`src/rtl/stream_arb_pkg.sv`:
```
// Shared types for the packet-granular stream arbiter: FSM states, header layout
// and the helper that packs a header word.
package stream_arb_pkg;

  localparam logic [7:0] HDR_MAGIC = 8'hA5;
  localparam int         GRANT_W   = 3;
  localparam int         SEQ_W     = 32;

  typedef enum logic [1:0] {
    IDLE    = 2'd0,
    HEADER  = 2'd1,
    PAYLOAD = 2'd2
  } arb_state_e;

  typedef struct packed {
    logic [7:0]       magic;
    logic [7:0]       src;
    logic [15:0]      rsvd;
    logic [SEQ_W-1:0] seq;
  } hdr_t;

  function automatic logic [63:0] make_header(input logic [GRANT_W-1:0] src,
                                              input logic [SEQ_W-1:0]   seq);
    hdr_t h;
    h.magic = HDR_MAGIC;
    h.src   = {5'b0, src};
    h.rsvd  = 16'h0000;
    h.seq   = seq;
    return h;
  endfunction

endpackage

```
`src/rtl/stream_arbiter_rr_pick.sv`:
```
// Combinational round-robin picker: first requesting source strictly after
// last_i, wrapping modulo NUM_SRC; last_i itself has the lowest priority.
module rr_pick
  import stream_arb_pkg::*;
#(
  parameter int NUM_SRC = 2
) (
  input  logic [NUM_SRC-1:0] req_i,
  input  logic [GRANT_W-1:0] last_i,
  output logic [GRANT_W-1:0] idx_o,
  output logic               found_o
);

  logic [7:0] req_ext;

  function automatic logic [GRANT_W-1:0] wrap_add(input logic [GRANT_W-1:0] base,
                                                  input int                 off);
    int sum;
    sum = int'(base) + off;
    return GRANT_W'(sum % NUM_SRC);
  endfunction

  assign req_ext = 8'(req_i);

  // Walk offsets from farthest to nearest so the nearest hit is the one kept.
  always_comb begin
    idx_o   = last_i;
    found_o = 1'b0;
    for (int off = NUM_SRC; off >= 1; off--) begin
      if (req_ext[wrap_add(last_i, off)]) begin
        idx_o   = wrap_add(last_i, off);
        found_o = 1'b1;
      end
    end
  end

endmodule

```
`src/rtl/stream_arbiter.sv`:
```
// Packet round-robin merge of NUM_SRC AXI-Stream sources into one 64-bit stream;
// every packet is preceded by a header word {magic, src, rsvd, seq}.
module stream_arbiter
  import stream_arb_pkg::*;
#(
  parameter int NUM_SRC    = 2,
  parameter int DATA_WIDTH = 64
) (
  input  logic                                 clk,
  input  logic                                 rst,
  input  logic                                 ena,
  input  logic                                 clear_counters,
  input  logic [NUM_SRC-1:0][DATA_WIDTH-1:0]   s_tdata,
  input  logic [NUM_SRC-1:0]                   s_tvalid,
  input  logic [NUM_SRC-1:0]                   s_tlast,
  output logic [NUM_SRC-1:0]                   s_tready,
  output logic [DATA_WIDTH-1:0]                m_tdata,
  output logic                                 m_tvalid,
  output logic                                 m_tlast,
  input  logic                                 m_tready,
  output logic                                 busy,
  output logic [GRANT_W-1:0]                   grant,
  output logic [NUM_SRC-1:0][SEQ_W-1:0]        seq_count,
  output arb_state_e                           dbg_state
);

  // Handshake: a beat moves on either side only in a cycle where valid and
  // ready are both high; valid never waits on ready, and a stalled beat
  // (valid high, ready low) keeps its data unchanged until it is taken.

  arb_state_e                     state_q, state_d;
  logic [GRANT_W-1:0]             grant_q, grant_d;
  logic [63:0]                    hdr_q, hdr_d;
  logic [NUM_SRC-1:0][SEQ_W-1:0]  seq_q, seq_d;

  logic [GRANT_W-1:0]             pick_idx;
  logic                           pick_found;
  logic [SEQ_W-1:0]               pick_seq;
  logic [DATA_WIDTH-1:0]          sel_data;
  logic                           sel_valid;
  logic                           sel_last;
  logic                           pkt_done;

  rr_pick #(
    .NUM_SRC (NUM_SRC)
  ) u_pick (
    .req_i   (s_tvalid),
    .last_i  (grant_q),
    .idx_o   (pick_idx),
    .found_o (pick_found)
  );

  always_comb begin : src_mux
    sel_data  = '0;
    sel_valid = 1'b0;
    sel_last  = 1'b0;
    pick_seq  = '0;
    for (int i = 0; i < NUM_SRC; i++) begin
      if (grant_q == GRANT_W'(i)) begin
        sel_data  = s_tdata[i];
        sel_valid = s_tvalid[i];
        sel_last  = s_tlast[i];
      end
      if (pick_idx == GRANT_W'(i)) begin
        pick_seq = seq_q[i];
      end
    end
  end

  // The header is captured at the grant decision so a clear_counters pulse
  // during a stalled header cannot change a word already on the bus.
  always_comb begin : fsm_comb
    state_d  = state_q;
    grant_d  = grant_q;
    hdr_d    = hdr_q;
    pkt_done = 1'b0;
    m_tdata  = '0;
    m_tvalid = 1'b0;
    m_tlast  = 1'b0;
    s_tready = '0;
    busy     = 1'b0;
    unique case (state_q)
      IDLE: begin
        if (ena && pick_found) begin
          grant_d = pick_idx;
          hdr_d   = make_header(pick_idx, pick_seq);
          state_d = HEADER;
        end
      end
      HEADER: begin
        busy     = 1'b1;
        m_tvalid = 1'b1;
        m_tdata  = DATA_WIDTH'(hdr_q);
        if (m_tready) begin
          state_d = PAYLOAD;
        end
      end
      PAYLOAD: begin
        busy     = 1'b1;
        m_tdata  = sel_data;
        m_tvalid = sel_valid;
        m_tlast  = sel_last;
        for (int i = 0; i < NUM_SRC; i++) begin
          if (grant_q == GRANT_W'(i)) begin
            s_tready[i] = m_tready;
          end
        end
        if (sel_valid && m_tready && sel_last) begin
          pkt_done = 1'b1;
          state_d  = IDLE;
        end
      end
      default: begin
        state_d = IDLE;
      end
    endcase
  end

  // A clear wins over an increment landing in the same cycle.
  always_comb begin : seq_comb
    seq_d = seq_q;
    if (clear_counters) begin
      seq_d = '0;
    end else if (pkt_done) begin
      for (int i = 0; i < NUM_SRC; i++) begin
        if (grant_q == GRANT_W'(i)) begin
          seq_d[i] = seq_q[i] + SEQ_W'(1);
        end
      end
    end
  end

  always_ff @(posedge clk) begin
    if (rst) begin
      state_q <= IDLE;
      grant_q <= GRANT_W'(NUM_SRC - 1);
      hdr_q   <= '0;
      seq_q   <= '0;
    end else begin
      state_q <= state_d;
      grant_q <= grant_d;
      hdr_q   <= hdr_d;
      seq_q   <= seq_d;
    end
  end

  assign grant     = grant_q;
  assign seq_count = seq_q;
  assign dbg_state = state_q;

endmodule
```
`config.mk`:
```
export PLATFORM = sky130hd
export DESIGN_NAME = stream_arbiter
export DESIGN_NICKNAME = d
export VERILOG_FILES = /design/src/rtl/stream_arb_pkg.sv /design/src/rtl/stream_arbiter_rr_pick.sv /design/src/rtl/stream_arbiter.sv
export SDC_FILE = /design/constraint.sdc
export NUM_CORES = 1
export LEC_CHECK = 0
export CAP_MARGIN = 30
export CORE_UTILIZATION = 27
export DETAILED_ROUTE_END_ITERATION = 7
export PLACE_DENSITY = 0.64
export SKIP_LAST_GASP = 1
export SYNTH_ARGS = -nofsm -noshare
export SYNTH_HDL_FRONTEND = slang
export SYNTH_SLANG_ARGS = --single-unit
```
`constraint.sdc`:
```
create_clock -name clk -period 2.6 [get_ports clk]
set_input_delay 0.39 -clock clk [delete_from_list [all_inputs] [get_ports clk]]
set_output_delay 0.39 -clock clk [all_outputs]
set_load 0.1 [all_outputs]
```
Word level (Yosys, flattened, before mapping):

Cells that the tools add are included.

* bits in registers: 105
* bits of input ports: 137
* output and inout port bits: 138
* logic and storage cells: 61

* add/sub/neg operators: 4
* $lt $le $gt $ge: 2
* eq/ne operators: 7
* mux-type cells: 29
* bitwise operators: 2
* reduce and logical (&&, ||, !) cells: 12

Operator list (number)
* two-way mux 64 bit: 2
* one-hot mux 64 bit (2 select lines): 1
* adder 32 x 1 -> 32 bit, second input constant: 2
* two-way mux 32 bit: 2
* two-way mux 1 bit: 14
* < comparator 3 x 4 -> 1 bit, second input constant: 2
* two-way mux 2 bit: 4
* == test 3 x 1 -> 1 bit, second input constant: 2
* logical NOT 3 bit: 2
* two-way mux 3 bit: 2
* != test 2 bit, second input constant: 3
* one-hot mux 2 bit (3 select lines): 1
* AND reduction 2 bit: 3
* binary-select mux 1 bit (select 2 bit): 2
* OR reduction 2 bit: 2
* logical AND 1 bit: 3
* AND reduction 3 bit: 1
* adder 1 bit, second input constant: 2
* bitwise AND 1 bit, first input constant: 2
* == test 2 x 1 -> 1 bit, second input constant: 1
* == test 2 bit, second input constant: 1
* logical NOT 2 bit: 1
* one-hot mux 1 bit (2 select lines): 1

Longest topological paths before layout:

Gate-level depths: netlist (run 1).

* word-level depth: 9
* depth in mapped cells: 10
* gate-level depth less buffers: 7

By module:

From an unflattened synthesis (run 1), not the netlist that was laid out.

* cells, all modules: 765
* area, all modules: 6052.1 sq um

Modules (own cells, without submodules)
* stream_arbiter: instances 1, cells an instance 758, area each 6009.5 sq um, sequential area each 2062.0 sq um
* rr_pick: instances 1, cells an instance 7, area each 42.5 sq um, sequential area each 0.0 sq um

Least setup slack after synthesis (run 1):

Ideal clock, no wire load.

* path type: reg2out
* from: register state_q[1] (netlist: dbg_state[1])
* to: output port m_tdata[31]
* data arrival time: 4.799 ns
* required time: 2.210 ns
* path slack: -2.589 ns
* cell stages (with the launch flop): 6
* path buffers: 1
* cells stage by stage: dfxtp_1 > inv_1 > ha_1 > nand2_1 > clkbuf_1 > o21ai_0

* cells in the longest elaborated chain, start to end: 2
* elaborated cells between the ends (all ways): 3
* those cells by class: eq/ne (2); mux (1)

RTL lines
* from (decl): RTL line stream_arbiter.sv:31 `arb_state_e state_q, state_d;`
* from (signal assigned): RTL line stream_arbiter.sv:140 `state_q <= state_d;`
* == test 2 bit / == test 2 x 1 -> 1 bit (equally long branches): RTL line stream_arbiter.sv:82 `unique case (state_q)`
* one-hot mux 64 bit (2 select lines) *: RTL line stream_arbiter.sv:82
* to (decl): RTL line stream_arbiter.sv:17 `output logic [DATA_WIDTH-1:0] m_tdata,`

Mark *: on every way between the ends. The rest lies on a longest branch, timed or not.

Worst setup path in the final report (run 1):

* from: register grant_q[0] (netlist: grant[0])
* to: output port m_tdata[5]

* cells in the longest elaborated chain, start to end: 4
* elaborated cells between the ends (all ways): 5
* those cells by class: eq/ne (1); mux (3); reduce/logical (1)

RTL lines
* from (decl): RTL line stream_arbiter.sv:32 `logic [GRANT_W-1:0] grant_q, grant_d;`
* from (signal assigned): RTL line stream_arbiter.sv:136 `grant_q <= GRANT_W'(NUM_SRC - 1);`
* from (signal assigned): RTL line stream_arbiter.sv:141 `grant_q <= grant_d;`
* logical NOT 3 bit: RTL line stream_arbiter.sv:59 `if (grant_q == GRANT_W'(i)) begin`
* two-way mux 64 bit: RTL line stream_arbiter.sv:59
* two-way mux 64 bit *: RTL line stream_arbiter.sv:59
* one-hot mux 64 bit (2 select lines) *: RTL line stream_arbiter.sv:82

Marks and branches as above.

==> results of run 1 <==
==> layout make-up <==
class / instances / area share [%]
Tap cell: 270 / 3.29
Inverter: 11 / 0.403
Clock inverter: 6 / 0.476
Sequential cell: 103 / 20.2
Timing Repair Buffer: 299 / 34.3
Clock buffer: 10 / 2.44
Multi-Input combinational cell: 562 / 38.9
==> worst register-to-register path, delay by kind of cell (launching register included) <==
family / cells / cell delay, ns
AND/OR/NAND/NOR: 4 / 1.30
flip-flops: 1 / 0.42
buffers and inverters: 1 / 0.31
AO/OA/AOI/OAI: 1 / 0.10
==> worst paths after layout <==
kind / depth (start not counted) / from / slack, ns / to
setup / recovery: 6 / grant[0] / 0.13 / m_tdata[5]
hold / removal: 2 / hdr_q[18] / 0.49 / hdr_q[18]
setup reg to reg: 6 / hdr_q[50] / 0.41 / hdr_q[6]
hold reg to reg: 2 / hdr_q[18] / 0.49 / hdr_q[18]
==> repair_timing <==
item | CTS | global route
gates cloned | 0 | 1
endpoints found under the hold margin | 0 | 0
setup endpoints to repair | 3 | 41
resized for setup | 1 | 2
==> synth_stat cells, drive strengths merged, types with 2 or more instances <==
cell type / count
a21oi: 14
a221oi: 32
a22oi: 64
and2: 6
and3: 10
and4: 12
buf: 17
clkbuf: 43
dfxtp: 103
ha: 6
inv: 11
mux2: 2
mux2i: 2
nand2: 62
nand3: 16
nand4: 24
nor2: 120
nor3: 52
nor3b: 3
nor4: 10
o21ai: 51
or3: 9
xnor2: 28
xor2: 24
==> cell families after synthesis <==
family / after synthesis
adder cells (fa/ha/maj): 6
multiplexers: 4
buffers and inverters: 71
AND/OR/NAND/NOR: 332
AO/OA/AOI/OAI: 168
flip-flops: 103
XOR/XNOR: 52
==> power groups by stage <==
stage / combinational [uW] / sequential, uW / clock [uW]
final: 1180 / 1680 / 1350
after global routing: 1260 / 1680 / 1430
after CTS: 1190 / 1680 / 1370
after detailed placement: 1180 / 1710 / 0
after global placement: 1170 / 1710 / 0
after floorplan: 678 / 1730 / 0
==> through the flow <==
| stage | worst slack [ns] | power [uW] | utilization, % | cells |
|---|---|---|---|---|
| after global placement | 0.183 | 2880 | 48.5 | 1244 |
| after floorplan | -0.115 | 2410 | - | 736 |
| after global routing | 0.0387 | 4380 | 50.2 | 1261 |
| after detailed placement | 0.181 | 2890 | 48.5 | 1244 |
| final | 0.134 | 4210 | 50.2 | 1261 |
| after CTS | 0.00101 | 4230 | 50.0 | 1260 |
==> routing by layer <==
layer	global-route usage [%]	share of wire [%]	up-vias
met2	34.3	47	272
met4	4.95	1.2	0
met3	4.41	7.4	20
met1	29.2	44	3152
met5	0	0	-
li1	-	-	3191
==> registers in the layout, indices dropped and copies added (netlist names) <==
signal / flops
seq_count: 64
hdr_q: 35
grant: 2
dbg_state: 2
==> impl_metrics.env, run 1 <==
export IMPL_status="completed"
export IMPL_clockRootBuffer="clkbuf_16"
export IMPL_grt_antenna_before_repair=0
export IMPL_syn_area_um2=5670
export IMPL_ys_warn_count=0
export IMPL_gp_congestion=0.856
export IMPL_fillers=1911
export IMPL_pwr_share_seq_pct=39.8
export IMPL_switching_share_pct=32.6
export IMPL_drive_gt1_share_pct=26.4
export IMPL_core_area_um2=20400
export IMPL_worst_hold_slack_ns=0.493
export IMPL_internal_power_uw=2840
export IMPL_seq_area_um2=2070
export IMPL_critPathTopFamily="buffers and inverters"
export IMPL_critPathMaxStageDelay_ns=0.35
export IMPL_start_util_pct=27.8
export IMPL_clock_power_share_pct=32.1
export IMPL_gr_total_overflow=0
export IMPL_diodes=0
export IMPL_placementRows=52
export IMPL_routedWlPerCell_um=18.7
export IMPL_period_minus_slack_ns=2.47
export IMPL_leakagePower_uw=0.00370
export IMPL_ys_seq_area_share_pct=36.3
export IMPL_die_area_um2=21600
export IMPL_track_usage_pct=21.3
export IMPL_powerDensity_nw_per_um2=411
export IMPL_postRouteAntennaNets=0
export IMPL_hp_class="register to register"
export IMPL_cts_max_path_buffers=2
export IMPL_cp_cell_sequence="buf_4 > nor3b_2 > buf_6 > a22oi_1 > o21ai_4 > buf_12"
export IMPL_syn_num_nets=879
export IMPL_arrival_ns=2.08
export IMPL_final_common_cell="clkdlybuf4s50_1"
export IMPL_synth_area_per_cell_um2=7.71
export IMPL_maxSlewHeadroom_pct=35.3
export IMPL_cp_start_kind="register"
export IMPL_ioPinCount=275
export IMPL_post_route_drc_count=0
export IMPL_synth_ff_type="dfxtp_1"
export IMPL_synth_area_leader_cell="dfxtp_1"
export IMPL_synth_compound_area_share_pct=20.2
export IMPL_portBuffers=274
export IMPL_synth_top_family_by_area="simple AND/OR/NAND/NOR gates"
export IMPL_finalSetupTns_ns=0
export IMPL_area_growth_pct=80.8
export IMPL_syn_inst=736
export IMPL_slowest_stage="dfxtp_4"
export IMPL_numCtsBuffers=9
export IMPL_ir_worst_vdd_uv=257
export IMPL_fin_crit_sh_pct=94.9
export IMPL_async_reset_ff_share_pct=0
export IMPL_die_y_um=147
export IMPL_switching_power_uw=1370
export IMPL_grt_pass1_wl_mm=36.4
export IMPL_path_class="register to primary output"
export IMPL_synth_area_top_cells="dfxtp_1 (36%), a22oi_1 (8.5%), nor2_1 (7.9%)"
export IMPL_yosysTopAreaCellShare_pct=36.3
export IMPL_multiInputGateArea_um2=3990
export IMPL_synth_simple_area_share_pct=28.2
export IMPL_grt_max_degree=66
export IMPL_muxShareOfSynthArea_pct=0.750
export IMPL_rsz0062_at_grt="no"
export IMPL_cts_tree="done"
export IMPL_drt_iter0_drc=551
export IMPL_final_net_count=1129
export IMPL_place_hpwl_mm=18.0
export IMPL_cp_required_ns=2.21
export IMPL_max_slew_worst_pin_slew_ns=0.969
export IMPL_synth_xor_area_share_pct=8.03
export IMPL_cts_clk_slew_worst_paths_ns=0.07
export IMPL_fin_area_um2=10300
export IMPL_synth_edf_count=0
export IMPL_cts_sinks=103
export IMPL_final_cell_mix="clkdlybuf4s50_1 (136), dfxtp_1 (100), nor2_1 (94)"
export IMPL_hold_buffers=0
export IMPL_postCtsSetupBuffers=0
export IMPL_wl_mm=23.6
export IMPL_die_x_um=147
export IMPL_htree_levels=3
export IMPL_first_pass_iters=5
export IMPL_clkLatencyLatePin_ns=0.35
export IMPL_final_setup_viol_count=0
export IMPL_combPwrFrac_pct=28.1
export IMPL_worst_path_buf_inv=3
export IMPL_finClkSkew_ns=0.0117
export IMPL_max_cap_violations=0
export IMPL_cp_end_kind="primary output"
export IMPL_num_vias=6635
export IMPL_hold_viol=0
export IMPL_grt_pass1_vias=6209
export IMPL_ys_ff_latch=103
export IMPL_drt_vias_per_instance=5.26
export IMPL_place_area_um2=9920
export IMPL_ys_types=44
export IMPL_path_max_fanout=34
export IMPL_yosys_area_share_adder_pct=1.32
export IMPL_report_final_slew_viol_count=0
export IMPL_max_freq_mhz=405
Note: power is estimated with default switching activity, not from simulation.
==> run 2, diff against run 1 <==
==> constraint.sdc (replaced) <==
create_clock -name clk -period 2.6 [get_ports clk]
set_input_delay 0.52 -clock clk [delete_from_list [all_inputs] [get_ports clk]]
set_output_delay 0.52 -clock clk [all_outputs]
set_load 0.1 [all_outputs]
==> run 2 against run 1 <==
Effect of this change:
- routed wire length grew 1.7%
- via count shrank 0.39%
- register-to-register slack lost 0.09 ns
- final cell count grew 0.79%
- sequential share of layout area shrank 0.36 points
- sequential cell count is the same
- design area grew 1.8%
- die area is the same
- combinational power grew 3%
- first-iteration DRC count shrank 3.6%
- utilization grew 0.90 points
==> impl_metrics.env, run 2 (synthesis gave the netlist of run 1 again) <==
export IMPL_fillers=1874
export IMPL_status="completed"
export IMPL_internal_power_uw=3060
export IMPL_finalPower_uw=4430
export IMPL_wl_mm=24.0
export IMPL_top_layer_used="met4"
export IMPL_hp_class="register to register"
export IMPL_path_class="register to primary output"
export IMPL_grt_pass1_vias=6233
export IMPL_clkLatencyLatePin_ns=0.35
export IMPL_cp_required_ns=2.08
export IMPL_fin_crit_sh_pct=97.6
export IMPL_first_pass_iters=5
export IMPL_combPwrFrac_pct=27.4
export IMPL_fin_cells=1271
export IMPL_met2RoutedLength_mm=11.5
export IMPL_grt_antenna_before_repair=1
export IMPL_cts_clk_slew_worst_paths_ns=0.07
export IMPL_arrival_ns=2.02
export IMPL_rsz0062_at_grt="yes"
export IMPL_max_freq_mhz=394
export IMPL_track_usage_pct=21.5
export IMPL_final_common_cell="clkdlybuf4s50_1"
export IMPL_switching_power_uw=1380
export IMPL_slowest_stage="dfxtp_1"
export IMPL_clock_power_share_pct=34.7
export IMPL_largest_reg_flops=64
export IMPL_hold_buffers=0
export IMPL_path_max_fanout=65
export IMPL_post_route_drc_count=0
export IMPL_wl_met1_mm=10.5
export IMPL_routedWlPerCell_um=18.9
export IMPL_hold_viol=0
export IMPL_drt_vias_per_instance=5.20
export IMPL_area_growth_pct=84.0
export IMPL_cts_max_path_buffers=2
export IMPL_max_slew_worst_pin_slew_ns=0.896
export IMPL_final_setup_viol_count=0
export IMPL_maxSlewHeadroom_pct=40.2
export IMPL_place_inst=1250
export IMPL_drive_gt1_share_pct=27.3
export IMPL_grt_max_degree=66
export IMPL_leakagePower_uw=0.00379
export IMPL_wl_met3_mm=1.58
export IMPL_ir_worst_vdd_uv=338
export IMPL_final_cell_mix="clkdlybuf4s50_1 (136), dfxtp_1 (100), buf_4 (95)"
export IMPL_cp_cell_sequence="nor3b_4 > clkbuf_16 > a22oi_1 > o21ai_4 > buf_12"
export IMPL_numCtsBuffers=9
export IMPL_max_cap_violations=0
export IMPL_start_util_pct=27.8
export IMPL_report_final_slew_viol_count=0
export IMPL_period_minus_slack_ns=2.54
export IMPL_final_net_count=1138
export IMPL_cp_start_kind="register"
export IMPL_ioPinCount=275
export IMPL_gp_congestion=0.858
export IMPL_num_vias=6609
export IMPL_place_area_um2=10000
export IMPL_powerDensity_nw_per_um2=425
export IMPL_critPathMaxStageDelay_ns=0.42
export IMPL_htree_levels=3
export IMPL_cts_sinks=103
export IMPL_die_x_um=147
export IMPL_cp_end_kind="primary output"
export IMPL_placementRows=52
export IMPL_drt_iter0_drc=531
export IMPL_worst_hold_slack_ns=0.495
export IMPL_gr_total_overflow=0
export IMPL_pwr_share_seq_pct=37.9
export IMPL_postRouteAntennaNets=0
export IMPL_clockRootBuffer="clkbuf_16"
export IMPL_portBuffers=274
export IMPL_switching_share_pct=31.0
export IMPL_core_area_um2=20400
export IMPL_grt_pass1_wl_mm=36.2
export IMPL_finClkSkew_ns=0.00856
export IMPL_die_y_um=147
export IMPL_fin_area_um2=10400
export IMPL_die_area_um2=21600
export IMPL_cts_tree="done"
export IMPL_place_hpwl_mm=18.3
run 2: cell types whose count changed in the layout (fill, tap and decap cells not counted), sizes merged:
cell	delta
buf	+7
clkinv	-3
bufinv	+2
clkbuf	+2
diode	+1
inv	+1
run 2: power groups by stage:
stage	logic [uW]	clock network [uW]	registers, uW
detailed placement	1200	0	1720
global route	1290	1620	1690
global placement	1190	0	1710
floorplan	693	0	1730
finish	1220	1540	1680
CTS	1200	1560	1680
run 2: worst paths after layout:
check,from,end,slack [ns],cells after the start
worst max-delay path,grant[1],m_tdata[12],0.06,5
worst min-delay path,hdr_q[25],hdr_q[25],0.50,2
worst min register to register,hdr_q[25],hdr_q[25],0.50,2
worst max register to register,grant[1],hdr_q[17],0.32,7
run 2: worst max-delay path: cells and delay by family (launching register included):
family / cells / cell delay, ns
AOI/OAI and AO/OA: 2 / 0.40
buffers and inverters: 2 / 0.51
and+or+nand+nor: 1 / 0.28
DFF: 1 / 0.42
run 2: cell type report:
class                           instances  area (um2)  share of cell area (%)
Antenna cell                            1        2.50                  0.0240
Clock buffer                           10         250                    2.40
Clock inverter                          6        95.1                   0.911
Inverter                               11        41.3                   0.396
Multi-Input combinational cell        562        4010                    38.4
Sequential cell                       103        2070                    19.9
Tap cell                              270         338                    3.24
Timing Repair Buffer                  308        3630                    34.8
run 2: layer usage:
metal	vias up	global-route usage (%)
li1	3208	-
met3	21	4.13
met1	3137	27.8
met2	243	36.2
met5	-	0
met4	0	6.34
run 2: through the flow:
stage / setup WS, ns / setup TNS [ns] / util, %
3_5_place_dp: 0.0934 / 0 / 49.0
2_1_floorplan: -0.0138 / -0.138 / -
6_report: 0.0614 / 0 / 51.1
5_1_grt: -0.0389 / -0.0975 / 51.1
4_1_cts: -0.0102 / -0.0102 / 50.7
3_3_place_gp: 0.134 / 0 / 49.0
run 2: what timing repair did:
item                       CTS  global route
pin swaps                    0             1
resized for setup            1             7
buffers inserted             0             2
gates cloned                 0             2
setup endpoints to repair    5            33
==> run 3, diff against run 2 <==
- MAX_ROUTING_LAYER: not set -> met4
==> run 3 against run 2 <==
Effect of this change:
- die area unchanged
- total power up 0.16%
- via count about the same
- clock skew up 0.0012 ns
- setup slack better by 0.0026 ns
- design area up 0.14%
- largest cell class unchanged
- largest power group unchanged
==> impl_metrics.env, run 3 (synthesis gave the netlist of run 1 again) <==
export IMPL_fin_crit_sh_pct=97.5
export IMPL_grt_max_degree=66
export IMPL_ioPinCount=275
export IMPL_wl_mm=24.1
export IMPL_max_slew_worst_pin_slew_ns=0.901
export IMPL_arrival_ns=2.02
export IMPL_area_growth_pct=84.3
export IMPL_largest_reg_flops=64
export IMPL_rsz0062_at_grt="yes"
export IMPL_clock_power_share_pct=34.7
export IMPL_combPwrFrac_pct=27.5
export IMPL_cts_tree="done"
export IMPL_maxSlewHeadroom_pct=39.8
export IMPL_place_hpwl_mm=18.3
export IMPL_grt_pass1_wl_mm=36.3
export IMPL_die_y_um=147
export IMPL_die_area_um2=21600
export IMPL_gp_congestion=0.872
export IMPL_portBuffers=274
export IMPL_finClkSkew_ns=0.00973
export IMPL_clockRootBuffer="clkbuf_16"
export IMPL_final_common_cell="clkdlybuf4s50_1"
export IMPL_core_area_um2=20400
export IMPL_drt_vias_per_instance=5.19
export IMPL_report_final_slew_viol_count=0
export IMPL_num_vias=6607
export IMPL_ir_worst_vdd_uv=338
export IMPL_worst_hold_slack_ns=0.494
export IMPL_busiest_layer="met2"
export IMPL_hp_class="register to register"
export IMPL_cts_sinks=103
export IMPL_finalPower_uw=4440
export IMPL_hold_buffers=0
export IMPL_path_class="register to primary output"
export IMPL_place_inst=1250
export IMPL_final_net_count=1139
export IMPL_fin_cells=1272
export IMPL_first_pass_iters=5
export IMPL_leakagePower_uw=0.00380
export IMPL_drt_iter0_drc=475
export IMPL_status="completed"
export IMPL_place_worst_setup_slack_ns=0.0934
export IMPL_clkLatencyLatePin_ns=0.35
export IMPL_die_x_um=147
export IMPL_setup_ws_ns=0.0641
export IMPL_max_freq_mhz=394
export IMPL_post_route_drc_count=0
export IMPL_track_usage_pct=22.2
export IMPL_switching_share_pct=31.1
export IMPL_place_area_um2=10000
export IMPL_cp_cell_sequence="nor3b_4 > clkbuf_16 > a22oi_1 > o21ai_4 > buf_12"
export IMPL_numCtsBuffers=9
export IMPL_postRouteAntennaNets=0
export IMPL_slowest_stage="dfxtp_1"
export IMPL_period_minus_slack_ns=2.54
export IMPL_gr_usage_met3_pct=3.94
export IMPL_start_util_pct=27.8
export IMPL_met2_usage_pct=36.1
export IMPL_cts_max_path_buffers=2
export IMPL_htree_levels=3
export IMPL_hold_viol=0
export IMPL_fin_area_um2=10500
export IMPL_cp_required_ns=2.08
export IMPL_cp_end_kind="primary output"
export IMPL_gr_total_overflow=0
export IMPL_final_cell_mix="clkdlybuf4s50_1 (136), dfxtp_1 (100), buf_4 (95)"
export IMPL_cp_start_kind="register"
export IMPL_pwr_share_seq_pct=37.8
export IMPL_cts_clk_slew_worst_paths_ns=0.08
export IMPL_critPathMaxStageDelay_ns=0.42
export IMPL_internal_power_uw=3060
export IMPL_path_max_fanout=65
export IMPL_drive_gt1_share_pct=27.4
export IMPL_routedWlPerCell_um=19.0
export IMPL_max_cap_violations=0
export IMPL_powerDensity_nw_per_um2=425
export IMPL_placementRows=52
export IMPL_final_setup_viol_count=0
export IMPL_grt_pass1_vias=6238
export IMPL_grt_antenna_before_repair=1
export IMPL_switching_power_uw=1380
export IMPL_grt_use_met1_pct=28.1
run 3: routing by layer:
metal,up-vias,part of all wire [%]
met4,0,1.8
met3,27,6.2
met5,-,0
met2,249,48
met1,3128,44
li1,3203,-
run 3: final cells by class:
type                       count  area (um2)
antenna                        1        2.50
clock buffer                  10         250
fill                        1874        9980
multi-input combinational    562        4010
clock inverter                 6        95.1
sequential                   103        2070
tap                          270         338
timing repair buffer         309        3640
inverter                      11        41.3
run 3: through the flow:
stage	utilization (%)	setup TNS, ns
finish	51.2	0
global route	51.2	-0.0701
CTS	50.7	-0.0102
detailed placement	49.0	0
global placement	49.0	0
floorplan	-	-0.138
run 3: path summary, 6_finish.rpt:
path                   from           to  slack, ns  cells after the start
hold reg to reg   hdr_q[25]    hdr_q[25]       0.49                      2
setup / recovery   grant[1]  m_tdata[12]       0.06                      5
hold / removal    hdr_q[25]    hdr_q[25]       0.49                      2
setup reg to reg   grant[1]    hdr_q[17]       0.32                      7
run 3: timing repair:
action                                  4_1_cts  5_1_grt
hold endpoints to repair                      0        0
endpoints found under the setup margin        5       35
pin swaps                                     0        1
cloned                                        0        3
resized for setup                             1        5
buffers inserted                              0        2
run 3: power by group through the flow:
| stage | Combinational, uW | Clock, uW | Sequential [uW] |
|---|---|---|---|
| floorplan | 693 | 0 | 1730 |
| global placement | 1190 | 0 | 1710 |
| detailed placement | 1200 | 0 | 1720 |
| CTS | 1200 | 1560 | 1680 |
| global route | 1300 | 1620 | 1690 |
| finish | 1220 | 1540 | 1680 |
run 3: critical path: cells and delay by family (launching register included):
kind            cells  cell delay, ns
compound gates      2            0.41
flops               1            0.42
buf+inv             2            0.52
simple gates        1            0.28
